$ cat src/rtl/ysyx2400012_lsu_pkg.sv
// Shared definitions for the load/store unit: funct3 codes, FSM states,
// request lengths and small decode helpers used by the LSU and its aligner.
package ysyx2400012_lsu_pkg;

    // funct3 encodings (stores reuse 0/1/2 for SB/SH/SW)
    localparam logic [2:0] OP_LB  = 3'd0;
    localparam logic [2:0] OP_LH  = 3'd1;
    localparam logic [2:0] OP_LW  = 3'd2;
    localparam logic [2:0] OP_LBU = 3'd4;
    localparam logic [2:0] OP_LHU = 3'd5;

    // Request byte counts
    localparam int unsigned LEN_B = 1;
    localparam int unsigned LEN_H = 2;
    localparam int unsigned LEN_W = 4;

    typedef enum logic [1:0] {
        IDLE = 2'd0,
        REQ  = 2'd1,
        WAIT = 2'd2,
        RESP = 2'd3
    } lsu_state_e;

    // Access size comes from funct3[1:0]: 00 byte, 01 half, 1x word
    function automatic int unsigned access_len(input logic [2:0] op);
        case (op[1:0])
            2'b00:   return LEN_B;
            2'b01:   return LEN_H;
            default: return LEN_W;
        endcase
    endfunction

    function automatic logic is_misaligned(input logic [2:0] op, input logic [1:0] lo);
        case (access_len(op))
            LEN_H:   return lo[0];
            LEN_W:   return lo != 2'b00;
            default: return 1'b0;
        endcase
    endfunction

    // Keep only the low len bytes of store data
    function automatic logic [31:0] mask_wdata(input logic [2:0] op, input logic [31:0] wdata);
        case (access_len(op))
            LEN_B:   return {24'b0, wdata[7:0]};
            LEN_H:   return {16'b0, wdata[15:0]};
            default: return wdata;
        endcase
    endfunction

endpackage

$ cat src/rtl/ysyx2400012_load_align.sv
// Load aligner: picks the byte/halfword lane out of an aligned word and
// sign- or zero-extends it according to funct3.
//   word_i : aligned 32-bit read word
//   lane_i : byte address bits [1:0]
//   op_i   : funct3 of the load
//   data_o : extended load result
module ysyx2400012_load_align
    import ysyx2400012_lsu_pkg::*;
(
    input  logic [31:0] word_i,
    input  logic [1:0]  lane_i,
    input  logic [2:0]  op_i,
    output logic [31:0] data_o
);

    logic [7:0]  byte_sel;
    logic [15:0] half_sel;

    always_comb begin
        byte_sel = word_i[{lane_i, 3'b000} +: 8];
        half_sel = lane_i[1] ? word_i[31:16] : word_i[15:0];
        data_o   = word_i;
        case (op_i)
            OP_LB:   data_o = {{24{byte_sel[7]}}, byte_sel};
            OP_LH:   data_o = {{16{half_sel[15]}}, half_sel};
            OP_LBU:  data_o = {24'b0, byte_sel};
            OP_LHU:  data_o = {16'b0, half_sel};
            default: data_o = word_i;
        endcase
    end

endmodule

$ cat src/rtl/ysyx2400012_lsu.sv
// Load/store unit: accepts one access at a time from execute, issues a single
// memory request (or reports misalignment directly), waits for the response
// with a timeout, and holds the extended result until writeback takes it.
//   in_*      : access from execute (valid/ready handshake)
//   mem_req_* : request to the data memory (valid/ready handshake)
//   mem_rsp_* : one-cycle response from memory (load data or store ack)
//   out_*     : result to writeback (valid/ready handshake), out_err on
//               misalignment or timeout
module ysyx2400012_lsu
    import ysyx2400012_lsu_pkg::*;
#(
    parameter int unsigned ADDR_WIDTH = 32,
    parameter int unsigned DATA_WIDTH = 32,
    parameter int unsigned TIMEOUT    = 255
) (
    input  logic                  clk,
    input  logic                  reset,

    input  logic                  in_valid,
    output logic                  in_ready,
    input  logic [2:0]            in_op,
    input  logic                  in_store,
    input  logic [ADDR_WIDTH-1:0] in_addr,
    input  logic [DATA_WIDTH-1:0] in_wdata,

    output logic                  mem_req_valid,
    input  logic                  mem_req_ready,
    output logic                  mem_req_wen,
    output logic [ADDR_WIDTH-1:0] mem_req_addr,
    output logic [DATA_WIDTH-1:0] mem_req_len,
    output logic [DATA_WIDTH-1:0] mem_req_wdata,

    input  logic                  mem_rsp_valid,
    input  logic [DATA_WIDTH-1:0] mem_rsp_rdata,

    output logic                  out_valid,
    input  logic                  out_ready,
    output logic [DATA_WIDTH-1:0] out_rdata,
    output logic                  out_err
);

    localparam int unsigned CNT_W = 16;

    lsu_state_e            state_q;
    logic [2:0]            op_q;
    logic                  store_q;
    logic [1:0]            lane_q;
    logic [CNT_W-1:0]      cnt_q;

    logic                  req_valid_q;
    logic                  req_wen_q;
    logic [ADDR_WIDTH-1:0] req_addr_q;
    logic [DATA_WIDTH-1:0] req_len_q;
    logic [DATA_WIDTH-1:0] req_wdata_q;

    logic                  out_valid_q;
    logic [DATA_WIDTH-1:0] out_rdata_q;
    logic                  out_err_q;

    logic [31:0]           align_data;

    ysyx2400012_load_align u_load_align (
        .word_i (32'(mem_rsp_rdata)),
        .lane_i (lane_q),
        .op_i   (op_q),
        .data_o (align_data)
    );

    assign in_ready      = (state_q == IDLE) && !reset;
    assign mem_req_valid = req_valid_q;
    assign mem_req_wen   = req_wen_q;
    assign mem_req_addr  = req_addr_q;
    assign mem_req_len   = req_len_q;
    assign mem_req_wdata = req_wdata_q;
    assign out_valid     = out_valid_q;
    assign out_rdata     = out_rdata_q;
    assign out_err       = out_err_q;

    // Access FSM with registered request/result outputs
    always_ff @(posedge clk) begin
        if (reset) begin
            state_q     <= IDLE;
            op_q        <= 3'd0;
            store_q     <= 1'b0;
            lane_q      <= 2'd0;
            cnt_q       <= '0;
            req_valid_q <= 1'b0;
            req_wen_q   <= 1'b0;
            req_addr_q  <= '0;
            req_len_q   <= '0;
            req_wdata_q <= '0;
            out_valid_q <= 1'b0;
            out_rdata_q <= '0;
            out_err_q   <= 1'b0;
        end else begin
            case (state_q)
                IDLE: begin
                    if (in_valid) begin
                        op_q    <= in_op;
                        store_q <= in_store;
                        lane_q  <= in_addr[1:0];
                        if (is_misaligned(in_op, in_addr[1:0])) begin
                            // Misaligned: no memory traffic, error straight to writeback
                            state_q     <= RESP;
                            out_valid_q <= 1'b1;
                            out_err_q   <= 1'b1;
                            out_rdata_q <= '0;
                        end else begin
                            state_q     <= REQ;
                            req_valid_q <= 1'b1;
                            req_wen_q   <= in_store;
                            if (in_store) begin
                                req_addr_q  <= in_addr;
                                req_len_q   <= DATA_WIDTH'(access_len(in_op));
                                req_wdata_q <= DATA_WIDTH'(mask_wdata(in_op, 32'(in_wdata)));
                            end else begin
                                // Loads always fetch the whole aligned word
                                req_addr_q  <= {in_addr[ADDR_WIDTH-1:2], 2'b00};
                                req_len_q   <= DATA_WIDTH'(LEN_W);
                                req_wdata_q <= '0;
                            end
                        end
                    end
                end
                REQ: begin
                    if (mem_req_ready) begin
                        req_valid_q <= 1'b0;
                        cnt_q       <= '0;
                        state_q     <= WAIT;
                    end
                end
                WAIT: begin
                    // A response in the timeout cycle still wins
                    if (mem_rsp_valid) begin
                        state_q     <= RESP;
                        out_valid_q <= 1'b1;
                        out_err_q   <= 1'b0;
                        out_rdata_q <= store_q ? '0 : DATA_WIDTH'(align_data);
                    end else if (cnt_q == CNT_W'(TIMEOUT)) begin
                        state_q     <= RESP;
                        out_valid_q <= 1'b1;
                        out_err_q   <= 1'b1;
                        out_rdata_q <= '0;
                    end else begin
                        cnt_q <= cnt_q + CNT_W'(1);
                    end
                end
                RESP: begin
                    if (out_ready) begin
                        state_q     <= IDLE;
                        out_valid_q <= 1'b0;
                        out_err_q   <= 1'b0;
                    end
                end
                default: state_q <= IDLE;
            endcase
        end
    end

endmodule
$ cat config.mk
export PLATFORM = sky130hd
export DESIGN_NAME = ysyx2400012_lsu
export DESIGN_NICKNAME = d
export VERILOG_FILES = /design/src/rtl/ysyx2400012_lsu_pkg.sv /design/src/rtl/ysyx2400012_load_align.sv /design/src/rtl/ysyx2400012_lsu.sv
export SDC_FILE = /design/constraint.sdc
export NUM_CORES = 1
export LEC_CHECK = 0
export ABC_AREA = 1
export BUFFER_PORTS_ARGS = -buffer_cell sky130_fd_sc_hd__buf_2
export CAP_MARGIN = 30
export CORE_MARGIN = 5
export CORE_UTILIZATION = 40
export CTS_CLUSTER_SIZE = 40
export DETAILED_ROUTE_END_ITERATION = 8
export GPL_TIMING_DRIVEN = 1
export PLACE_DENSITY = 0.76
export SYNTH_ARGS = -nofsm -noshare
export SYNTH_HDL_FRONTEND = slang
export SYNTH_HIERARCHICAL = 1
export SYNTH_SLANG_ARGS = --single-unit
export TNS_END_PERCENT = 10
$ cat constraint.sdc
create_clock -name clk -period 3.05 [get_ports clk]
set_input_delay 0.1525 -clock clk [delete_from_list [all_inputs] [get_ports clk]]
set_output_delay 0.1525 -clock clk [all_outputs]
set_load 0.02 [all_outputs]
# == Word level (Yosys, flattened, before mapping) ==
# Cells that the tools add are included.
# totals
ff_bits,156
latch_bits,0
ram_bits,0
romBits,0
inputBits,106
output_inout_bits,133
word_cells,101
n_memories,0
# op_classes
add_sub_neg,1
n_mul,0
div,0
order_cmp,0
n_eq_ne,20
n_shift,1
n_mux,48
n_bitwise,1
reduce_logical,17
# op_table
operator,n
two-way mux 32 bit,15
case mux 32 bit (2 select lines),2
case mux 32 bit (4 select lines),1
equality test 32 x 2 -> 1 bit (second input constant),2
two-way mux 16 bit,4
equality test 32 x 1 -> 1 bit (second input constant),1
equality test 32 x 3 -> 1 bit (second input constant),1
case mux 16 bit (2 select lines),1
indexed part select 32 x 6 -> 8 bit,1
adder 16 x 1 -> 16 bit (second input constant),1
equality test 16 x 8 -> 1 bit (second input constant),1
AND reduction 4 bit,4
two-way mux 2 bit,7
two-way mux 1 bit,12
!= test 2 bit (second input constant),6
case mux 2 bit (4 select lines),1
nonzero test 2 bit,4
equality test 3 bit (second input constant),2
case mux 1 bit (3 select lines),2
case mux 3 bit (2 select lines),1
AND reduction 5 bit,1
equality test 2 x 1 -> 1 bit (second input constant),2
equality test 2 bit (second input constant),2
logical NOT 2 bit,2
11 further kinds,12

# == Depth between registers and ports, before layout ==
# Gate-level depths: netlist (run 1).
# logic_depth
word_depth,17
mapped_depth,13
mapped_depth_nobuf,12

# == Hierarchy ==
# Netlist (run 1), hierarchy kept.
# modules_own_cells
module,instances,cells_per_inst,area_each_um2,seq_area_each_um2
ysyx2400012_lsu,1,801,5679.2,2542.4
ysyx2400012_load_align,1,194,1054.8,0.0

# == Worst setup path after synthesis (run 1) ==
# No wires, ideal clock.
# synth_path
path_kind,register to register
startpoint,register state_q[0]
endpoint,register out_rdata_q[10] (netlist: out_rdata[10])
setup_ns,0.113
arrival_ns,1.467
t_required_ns,2.937
slack_ns,1.469
stages_incl_launch_ff,10
path_buffers,1
period_less_slack_ns,1.581
cell_sequence,dfxtp_1 -> inv_1 -> ha_1 -> nand2_1 -> o21ai_0 -> a21oi_1 -> nand2_4 -> buf_2 -> o21ai_1 -> nor2_1
# synth_via
elab_chain_len,3
word_cells_on_any_way,8
classes_between,4 x eq/ne; 1 x mux; 3 x reduce/logical
# synth_lines
item,line_no,text
start: declaration,ysyx2400012_lsu.sv:44,lsu_state_e state_q;
start signal: assignment,ysyx2400012_lsu.sv:82,state_q <= IDLE;
start signal: assignment,ysyx2400012_lsu.sv:104,state_q <= RESP;
start signal: assignment,ysyx2400012_lsu.sv:109,state_q <= REQ;
equality test 2 bit / logical NOT 2 bit (equally long branches),ysyx2400012_lsu.sv:96,case (state_q)
!= test 3 bit (no source line) (tied with other cells),n/a,
AND reduction 4 bit (no source line),n/a,
end signal: assignment,ysyx2400012_lsu.sv:138,out_rdata_q <= store_q ? '0 : DATA_WIDTH'(align_data);
end: declaration,ysyx2400012_lsu.sv:57,logic [DATA_WIDTH-1:0] out_rdata_q;
# Several ways; a longest one is shown, not always the timed one.
# A chain may end at the register's enable or synchronous reset.

# == Worst setup path after layout (run 1) ==
# layout_path
startpoint,register state_q[0]
endpoint,register out_rdata_q[9] (netlist: out_rdata[9])
# Same word-level chain as after synthesis.

==> results.sh, run 1 <==
export IMPL_fmax_mhz=440.9
export IMPL_cp_common_cell="nor2_1"
export IMPL_fin_cells=1468
export IMPL_max_slew_margin=0.3405
export IMPL_p_leak_uw=0.004382
export IMPL_p_int_uw=4383
export IMPL_synth_largest_area_cell="dfxtp_1"
export IMPL_hpwlAfterDp_mm=13.56
export IMPL_synth_seq_cells=127
export IMPL_cts_path_max_buffers=2
export IMPL_crit_chain="inv_1 > ha_1 > inv_2 > nor2_1 > nand2_4 > nand2_4 > clkinv_4 > nor2_1 > nor2_1"
export IMPL_cap_violations=0
export IMPL_fin_hold_ws_ns=0.01856
export IMPL_finalSetupViolCount=0
export IMPL_p_switching_uw=3359
export IMPL_synth_xor_area_frac=0.001301
export IMPL_finalCriticalPeriod_ns=2.268
export IMPL_dieArea_sq_um=19530
export IMPL_drcViolationCount=0
export IMPL_muxShareOfSynthArea=0
export IMPL_num_rows=47
export IMPL_syn_to_final_growth_pct=31.22
export IMPL_r2r_cells=9
export IMPL_finalWorstSetupSlack_ns=0.7821
export IMPL_synth_cell_types=36
export IMPL_path_buf_inv=3
export IMPL_ir_drop_mv=0.4833
export IMPL_place_ws_ns=0.8030
export IMPL_synth_top_area_share=0.3776
export IMPL_htree_levels=4
export IMPL_fin_setup_tns_ns=0
export IMPL_swShare=0.4339
export IMPL_cellPowerDensity_nw_per_um2=876.2
export IMPL_pin_count=239
export IMPL_wirelength_mm=19.99
export IMPL_root_buffer="clkbuf_16"
export IMPL_synth_top_family_by_area="simple AND/OR/NAND/NOR gates"
export IMPL_start_kind="flip-flop"
export IMPL_synth_edf_count=0
export IMPL_synth_common_cells="208 x nor2_1, 199 x nand2_1, 127 x dfxtp_1"
export IMPL_hold_viol=0
export IMPL_grt_setup_unrepaired="false"
export IMPL_synthAdderAreaFrac=0.01486
export IMPL_slowest_delay_ns=0.40
export IMPL_grt_pass1_vias=6605
export IMPL_critPathMaxFanout=33
export IMPL_cp_endpoint="out_rdata[9]"
export IMPL_cts_tree="yes"
export IMPL_overflow=0
export IMPL_diodes=0
export IMPL_vias_per_cell=4.785
export IMPL_p_seq_frac=0.300
export IMPL_n_fill_cell=1553
export IMPL_synth_area_leaders="dfxtp_1 38%, nor2_1 12%, nand2_1 11%, nand3_1 5.0%, inv_1 4.7%"
export IMPL_ant_nets=0
export IMPL_fp_dieW_microns=139.8
export IMPL_clk_latency_ns=0.41
export IMPL_antenna_found_initial=1
export IMPL_place_inst=1378
export IMPL_core_sq_um=16520
export IMPL_cts_buffers_inserted=17
export IMPL_portBuffers=209
export IMPL_gp_congestion=0.8747
export IMPL_dr_pass1_iters=5
export IMPL_critPathTopFamily="simple AND/OR/NAND/NOR gates"
export IMPL_power_frac_clock=0.265
export IMPL_total_power_uw=7742
export IMPL_worstHoldPathType="input port to flip-flop"
export IMPL_cp_data_required_time_ns=3.35
export IMPL_cts_resized=0
export IMPL_ys_warn_count=6
export IMPL_drive_above_1_share=0.2444
export IMPL_synth_seq_area_share=0.3776
export IMPL_die_h_microns=139.8
export IMPL_rr_endpoint="out_rdata[9]"
export IMPL_syn_area_sq_um=6734
export IMPL_crit_slowest_cell="ha_1"
export IMPL_synth_simple_gate_area_frac=0.3560
export IMPL_grt_start_max_net_pins=50
export IMPL_wire_per_inst_microns=13.62
export IMPL_fin_crit_sh=0.7436
export IMPL_reg2reg_slack_ns=0.78
export IMPL_grt_pass1_wl_mm=32.71
export IMPL_clkSlewWorstSetupHoldPaths_ns=0.06
export IMPL_start_util=0.4075
export IMPL_status="finished, final reports clean"
export IMPL_skew_ns=0.006906
export IMPL_cts_sinks=127
export IMPL_yosysMostFrequentCell="nor2_1"
export IMPL_reg2reg_from="state_q[0]"
export IMPL_slew_viol_final=0
export IMPL_drtIter0Drc=467
export IMPL_crit_arrival_ns=2.57
export IMPL_vias=7024
export IMPL_tightest_slew_ns=0.9893
export IMPL_ys_flop_type="dfxtp_1"
export IMPL_end_kind="flip-flop"
export IMPL_syn_avg_cell_area_sq_um=6.768
export IMPL_nNetsFinal=1349
export IMPL_critPathKind="flip-flop to flip-flop"
export IMPL_power_frac_comb=0.435
export IMPL_syn_instance_count=995
export IMPL_synth_compound_area_frac=0.1100
export IMPL_cp_depth=9
export IMPL_cp_startpoint="state_q[0]"
export IMPL_synth_async_sr_flop_share=0
export IMPL_grt_use_total=0.2011
-- power groups by stage --
stage,clock network [uW],registers (uW),logic (uW)
2_1_floorplan,0,2730,2280
3_3_place_gp,0,2350,3260
3_5_place_dp,0,2350,3300
4_1_cts,2090,2320,3370
5_1_grt,2170,2380,3800
6_report,2050,2330,3360
-- tightest hold or removal path: stages --
cell	delay, ns
buf_2	0.10
nand3_1	0.07
a21oi_1	0.06
-- repair_timing --
action	CTS	global route
setup endpoints to repair	0	0
hold buffers	58	0
setup buffers	0	0
hold endpoints to repair	58	0
-- layout by cell type, fill, tap and decap left out, types with 2 or more instances in the layout --
cell type,instances
buf_2,209
inv_2,7
nand2_2,16
or2_1,4
nand3_1,67
o21ai_1,32
a21oi_1,57
nor2_4,4
nor3_1,8
a22oi_1,7
ha_1,8
nand2_1,199
inv_1,84
dlygate4sd3_1,58
clkbuf_16,17
conb_1,29
nand2_4,5
nand3_2,16
or2_2,5
nand4_1,5
dfxtp_1,127
clkinv_4,3
buf_4,4
inv_6,6
bufinv_16,2
o21ai_0,44
clkinvlp_4,2
nor2_1,208
-- logic make-up after synthesis --
group / after synthesis
buffers and inverters: 174
adder cells (fa/ha/maj): 8
AO/OA/AOI/OAI: 143
other: 1
XOR/XNOR: 1
AND/OR/NAND/NOR: 541
flip-flops: 127
-- metal layers --
metal / GRT usage / vias up / wire length, microns
li1: - / 3553 / -
met1: 0.2385 / 3096 / 8296
met2: 0.3259 / 326 / 9001
met3: 0.07616 / 47 / 2060
met4: 0.08618 / 2 / 616
met5: 0 / - / 13
-- area by class of cell --
cell class	count	area [sq um]	area share
clock buffers	19	442.9	0.05013
clock inverters	13	150.1	0.01699
inverters	94	365.4	0.04135
multi-input cells	722	3356	0.3798
flip-flops and latches	127	2542	0.2877
well taps	220	275.3	0.03115
repair buffers	273	1704	0.1929
-- how the worst min path moves through the flow --
stage	start	end	slack (ns)	cells past startpoint
after floorplan	in_addr[23]	mem_req_addr[23]	0.29	2
after global placement	in_addr[12]	mem_req_addr[12]	0.37	3
after detailed placement	in_addr[29]	mem_req_addr[29]	0.38	3
after CTS	in_wdata[11]	mem_req_wdata[11]	0.0004	3
after global routing	in_wdata[4]	mem_req_wdata[4]	0.002	3
final	in_wdata[27]	mem_req_wdata[27]	0.02	3
-- state kept, by name, summed over array words and instances, names as in the netlist --
signal,cells
cnt_q,16
store_q,1
mem_req_addr,32
mem_req_len,3
out_rdata,32
mem_req_wdata,32
mem_req_wen,1
out_valid,1
op_q,3
state_q,2
mem_req_valid,1
lane_q,2
out_err,1
-- through the flow --
step | util | cell area (sq um)
global route | 0.5347 | 8836
detailed placement | 0.4637 | 7662
global placement | 0.4620 | 7635
floorplan | - | 6839
CTS | 0.5347 | 8836
finish | 0.5347 | 8836
(Power assumes the default switching activity.)
==> inputs of run 2 (changes only) <==
==> constraint.sdc (replaced) <==
create_clock -name clk -period 2.4 [get_ports clk]
set_input_delay 0.12 -clock clk [delete_from_list [all_inputs] [get_ports clk]]
set_output_delay 0.12 -clock clk [all_outputs]
set_load 0.02 [all_outputs]
==> results.sh, run 2 (synthesis results as in run 1) <==
export IMPL_slew_viol_final=0
export IMPL_wire_per_inst_microns=14.15
export IMPL_skew_ns=0.009023
export IMPL_critPathTopFamily="simple AND/OR/NAND/NOR gates"
export IMPL_fp_dieW_microns=139.8
export IMPL_vias=7124
export IMPL_hold_viol=0
export IMPL_dieArea_sq_um=19530
export IMPL_cp_common_cell="nand2_1"
export IMPL_fmax_mhz=476.4
export IMPL_cts_sinks=127
export IMPL_ir_drop_mv=0.6557
export IMPL_layout_commonest_cell="buf_2"
export IMPL_design_area_sq_um=8936
export IMPL_syn_to_final_growth_pct=32.70
export IMPL_diodes=0
export IMPL_placed_cell_area_sq_um=7700
export IMPL_nNetsFinal=1364
export IMPL_htree_levels=4
export IMPL_crit_slowest_cell="inv_2"
export IMPL_start_kind="flip-flop"
export IMPL_drcViolationCount=0
export IMPL_crit_chain="inv_1 > ha_1 > nand2_1 > nor2_2 > nand2_1 > inv_2 > nand2_1 > a21oi_1"
export IMPL_num_rows=47
export IMPL_reg2reg_from="state_q[1]"
export IMPL_ant_nets=0
export IMPL_overflow=0
export IMPL_crit_arrival_ns=2.44
export IMPL_start_util=0.4075
export IMPL_final_util=0.5408
export IMPL_fin_crit_sh=0.8746
export IMPL_wl_met3_mm=2.107
export IMPL_min_from="in_store"
export IMPL_drive_above_1_share=0.2470
export IMPL_die_h_microns=139.8
export IMPL_pin_count=239
export IMPL_worstHoldPathType="input port to flip-flop"
export IMPL_wirelength_mm=20.98
export IMPL_drtIter0Drc=534
export IMPL_clkSlewWorstSetupHoldPaths_ns=0.07
export IMPL_highest_layer="met5"
export IMPL_clk_latency_ns=0.42
export IMPL_grt_use_total=0.2090
export IMPL_final_cell_mix="209 x buf_2, 208 x nor2_1, 199 x nand2_1"
export IMPL_grt_pass1_wl_mm=33.83
export IMPL_cap_violations=0
export IMPL_p_leak_uw=0.004431
export IMPL_finalSetupViolCount=0
export IMPL_wl_met2_mm=9.664
export IMPL_grt_pass1_vias=6986
export IMPL_wl_met1_mm=8.616
export IMPL_core_sq_um=16520
export IMPL_cts_buffers_inserted=17
export IMPL_antenna_found_initial=1
export IMPL_status="finished, final reports clean"
export IMPL_cp_startpoint="state_q[1]"
export IMPL_grt_start_max_net_pins=50
export IMPL_critPathKind="flip-flop to flip-flop"
export IMPL_vias_per_cell=4.804
export IMPL_rr_endpoint="mem_req_wdata[1]"
export IMPL_max_slew_margin=0.5972
export IMPL_cts_resized=0
export IMPL_root_buffer="clkbuf_16"
export IMPL_r2r_cells=8
export IMPL_cts_path_max_buffers=2
export IMPL_fin_setup_tns_ns=0
export IMPL_reg2reg_slack_ns=0.30
export IMPL_cellPowerDensity_nw_per_um2=1109
export IMPL_slowest_delay_ns=0.43
export IMPL_path_buf_inv=2
export IMPL_whs_path_depth=5
export IMPL_hpwlAfterDp_mm=13.99
export IMPL_cts_tree="yes"
export IMPL_finalCriticalPeriod_ns=2.099
export IMPL_whs_endpoint="store_q"
export IMPL_dr_pass1_iters=6
export IMPL_cp_data_required_time_ns=2.74
export IMPL_end_kind="flip-flop"
export IMPL_tightest_slew_ns=0.6034
export IMPL_grt_setup_unrepaired="false"
export IMPL_total_power_uw=9907
export IMPL_gp_congestion=0.8696
export IMPL_portBuffers=209
export IMPL_critPathMaxFanout=35
export IMPL_fin_hold_ws_ns=0.04005
[run 2: through the flow]
step	std cells	worst slack [ns]
final	1483	0.3010
after detailed placement	1384	0.3585
after floorplan	1023	0.8195
after global routing	1483	0.02221
after global placement	1384	0.4008
after CTS	1483	0.3410
[run 2: cell type report]
type | count | area [sq um]
clock buffer | 17 | 425.4
clock inverter | 15 | 140.1
fill | 1530 | 7589
inverter | 94 | 365.4
multi-input combinational | 722 | 3356
sequential | 127 | 2542
tap | 220 | 275.3
timing repair buffer | 288 | 1832
[run 2: worst max-delay path by stage]
stage / end / slack, ns / depth (start not counted)
after CTS: mem_req_wdata[25] / 0.34 / 8
after global routing: mem_req_wdata[20] / 0.02 / 8
final: mem_req_wdata[1] / 0.30 / 8
after global placement: mem_req_wdata[26] / 0.40 / 8
after detailed placement: mem_req_wdata[25] / 0.36 / 8
after floorplan: out_rdata[10] / 0.82 / 9
[run 2: routing by layer]
layer  global-route usage  up-vias
met1               0.2519     3142
met2               0.3457      353
met5                    0        -
met3              0.06484       53
met4              0.08720        2
li1                     -     3574
[run 2: worst min-delay path, delay by kind of cell]
family / cells / cell delay [ns]
and+or+nand+nor: 1 / 0.05
AOI/OAI and AO/OA: 1 / 0.05
buffers and inverters: 3 / 0.19
[run 2: power by group]
part	switching, uW	internal (uW)	total (uW)	leakage [uW]
clock network	1120	1380	2500	0.000271
registers	311	2630	2940	0.00104
logic	3030	1440	4470	0.00312
[run 2: timing repair]
item | 4_1_cts | 5_1_grt
hold buffers | 67 | 0
setup buffers | 0 | 0
hold endpoints to repair | 67 | 0
==> inputs of run 3 (changes only) <==
--- a/config.mk
+++ b/config.mk
@@ -5,7 +5,6 @@
 export SDC_FILE = /design/constraint.sdc
 export NUM_CORES = 1
 export LEC_CHECK = 0
-export ABC_AREA = 1
 export BUFFER_PORTS_ARGS = -buffer_cell sky130_fd_sc_hd__buf_2
 export CAP_MARGIN = 30
 export CORE_MARGIN = 5
@@ -13,7 +12,7 @@
 export CTS_CLUSTER_SIZE = 40
 export DETAILED_ROUTE_END_ITERATION = 8
 export GPL_TIMING_DRIVEN = 1
-export PLACE_DENSITY = 0.76
+export PLACE_DENSITY = 0.77
 export SYNTH_ARGS = -nofsm -noshare
 export SYNTH_HDL_FRONTEND = slang
 export SYNTH_HIERARCHICAL = 1
==> results.sh, run 3 <==
export IMPL_slew_viol_final=0
export IMPL_start_util=0.4041
export IMPL_synth_cell_types=57
export IMPL_vias_per_cell=5.045
export IMPL_root_buffer="clkbuf_16"
export IMPL_diodes=0
export IMPL_fmax_mhz=463.2
export IMPL_whs_endpoint="mem_req_len[1]"
export IMPL_dieArea_sq_um=18490
export IMPL_portBuffers=209
export IMPL_synth_common_cells="137 x nand2_1, 127 x dfxtp_1, 63 x a21oi_1"
export IMPL_drcViolationCount=0
export IMPL_grt_setup_unrepaired="false"
export IMPL_finalWorstSetupSlack_ns=0.2412
export IMPL_cts_resized=0
export IMPL_hold_viol=0
export IMPL_synth_seq_area_share=0.4004
export IMPL_place_ws_ns=0.2780
export IMPL_end_kind="flip-flop"
export IMPL_ys_flop_type="dfxtp_1"
export IMPL_cellPowerDensity_nw_per_um2=833.8
export IMPL_syn_to_final_growth_pct=34.96
export IMPL_finalSetupViolCount=0
export IMPL_nNetsFinal=1109
export IMPL_crit_chain="or4_4 > o41a_1 > or4_1 > a21oi_1"
export IMPL_min_from="in_op[0]"
export IMPL_p_leak_uw=0.003910
export IMPL_die_h_microns=136.0
export IMPL_num_rows=46
export IMPL_rr_endpoint="out_valid"
export IMPL_synth_top_area_share=0.4004
export IMPL_clk_latency_ns=0.42
export IMPL_overflow=0
export IMPL_slowest_delay_ns=0.55
export IMPL_htree_levels=4
export IMPL_synth_seq_cells=127
export IMPL_skew_ns=0.009664
export IMPL_wire_per_inst_microns=15.66
export IMPL_drive_above_1_share=0.2986
export IMPL_crit_arrival_ns=2.49
export IMPL_syn_area_sq_um=6350
export IMPL_antenna_found_initial=0
export IMPL_syn_instance_count=741
export IMPL_path_buf_inv=0
export IMPL_core_sq_um=15710
export IMPL_fin_setup_tns_ns=0
export IMPL_synth_async_sr_flop_share=0
export IMPL_syn_avg_cell_area_sq_um=8.569
export IMPL_cts_tree="yes"
export IMPL_grt_start_max_net_pins=63
export IMPL_cap_violations=0
export IMPL_dr_pass1_iters=5
export IMPL_gp_congestion=0.8484
export IMPL_fin_crit_sh=0.8995
export IMPL_critPathKind="flip-flop to flip-flop"
export IMPL_layout_commonest_cell="buf_2"
export IMPL_clkSlewWorstSetupHoldPaths_ns=0.06
export IMPL_synth_largest_area_cell="dfxtp_1"
export IMPL_synth_edf_count=0
export IMPL_n_fill_cell=1440
export IMPL_finalCriticalPeriod_ns=2.159
export IMPL_max_slew_margin=0.5674
export IMPL_r2r_cells=4
export IMPL_reg2reg_slack_ns=0.24
export IMPL_crit_slowest_cell="or4_4"
export IMPL_critPathTopFamily="simple AND/OR/NAND/NOR gates"
export IMPL_reg2reg_from="cnt_q[12]"
export IMPL_cts_path_max_buffers=2
export IMPL_post_cts_setup_buffers=0
export IMPL_grt_pass1_vias=5951
export IMPL_whs_path_depth=3
export IMPL_ant_nets=0
export IMPL_synth_area_leaders="dfxtp_1 40%, mux2i_1 8.2%, nand2_1 8.1%, a21oi_1 5.0%, a22oi_1 4.1%"
export IMPL_tightest_slew_ns=0.6488
export IMPL_cts_buffers_inserted=17
export IMPL_cts_hold_buf=64
export IMPL_ir_drop_mv=0.5425
export IMPL_grt_pass1_wl_mm=30.44
export IMPL_hpwlAfterDp_mm=12.71
export IMPL_vias=6175
export IMPL_drtIter0Drc=478
export IMPL_grt_use_total=0.2048
export IMPL_worstHoldPathType="input port to flip-flop"
export IMPL_final_cell_mix="208 x buf_2, 137 x nand2_1, 127 x dfxtp_1"
export IMPL_pin_count=239
export IMPL_status="finished, final reports clean"
export IMPL_cp_data_required_time_ns=2.74
export IMPL_start_kind="flip-flop"
export IMPL_fp_dieW_microns=136.0
export IMPL_yosysMostFrequentCell="nand2_1"
export IMPL_wirelength_mm=19.17
export IMPL_critPathMaxFanout=6
export IMPL_ys_warn_count=6
export IMPL_cts_sinks=127
[run 3: cell types whose count changed after synthesis, sizes merged, moves of 28 or more]
cell | before | now
mux2i | 0 | 52
inv | 93 | 13
o21ai | 76 | 5
nand3 | 83 | 29
a22oi | 7 | 35
nor2 | 214 | 43
nand2 | 220 | 137
[run 3: cells by family (layout without fill, tap and decap cells)]
logic type                 Yosys count  after routing  share of synthesized area
buffers and inverters               95            334                    0.09695
adders and majority gates            8              8                    0.01576
AOI/OAI and AO/OA                  144            144                     0.1474
and+or+nand+nor                    310            310                     0.2475
muxes                               56             56                    0.09143
other                                1             29                  0.0005906
DFF                                127            127                     0.4004
[run 3: metal layers]
metal | global-route usage | part of all wire
met2 | 0.3161 | 0.46
met5 | 0 | 0
met1 | 0.2671 | 0.43
met4 | 0.07503 | 0.020
met3 | 0.06847 | 0.088
[run 3: worst reg2reg max path: cells and delay by family, from the launching register on]
family,cells,cell delay [ns]
AND/OR/NAND/NOR,2,1.06
AO/OA/AOI/OAI,2,0.67
flip-flops,1,0.35
[run 3: how the worst max path moves through the flow]
| stage | slack (ns) | endpoint | start | cells past startpoint |
|---|---|---|---|---|
| after floorplan | 0.35 | mem_req_wdata[26] | in_op[0] | 7 |
| after global placement | 0.31 | mem_req_wdata[14] | in_op[0] | 8 |
| after detailed placement | 0.28 | mem_req_wdata[10] | in_op[0] | 8 |
| after CTS | 0.24 | out_valid | cnt_q[12] | 4 |
| after global routing | 0.1 | out_valid | cnt_q[12] | 4 |
| final | 0.24 | out_valid | cnt_q[12] | 4 |
[run 3: cell type report]
| cell class | instances | area, sq um | share of cell area |
|---|---|---|---|
| Multi-Input combinational cell | 547 | 3313 | 0.3866 |
| Sequential cell | 127 | 2542 | 0.2967 |
| Timing Repair Buffer | 289 | 1834 | 0.2140 |
| Clock buffer | 17 | 425.4 | 0.04964 |
| Tap cell | 216 | 270.3 | 0.03154 |
| Clock inverter | 15 | 135.1 | 0.01577 |
| Inverter | 13 | 48.80 | 0.005694 |
[run 3: per-stage QoR]
step                instance area (sq um)  hold WS, ns    util  instances  power, uW
finish                               8569      0.02139  0.5454       1224       7145
global route                         8569      0.02626  0.5454       1224       7527
CTS                                  8569     0.004997  0.5454       1224       7161
detailed placement                   7368       0.3655  0.4689       1128       4598
global placement                     7368       0.3564  0.4689       1128       4581
floorplan                            6455       0.2560       -        769       4131
[run 3: power by group]
part | switching (uW) | total (uW) | internal [uW]
sequential | 137 | 2430 | 2290
clock | 1040 | 2470 | 1430
combinational | 1380 | 2240 | 868
total | 2550 | 7140 | 4600
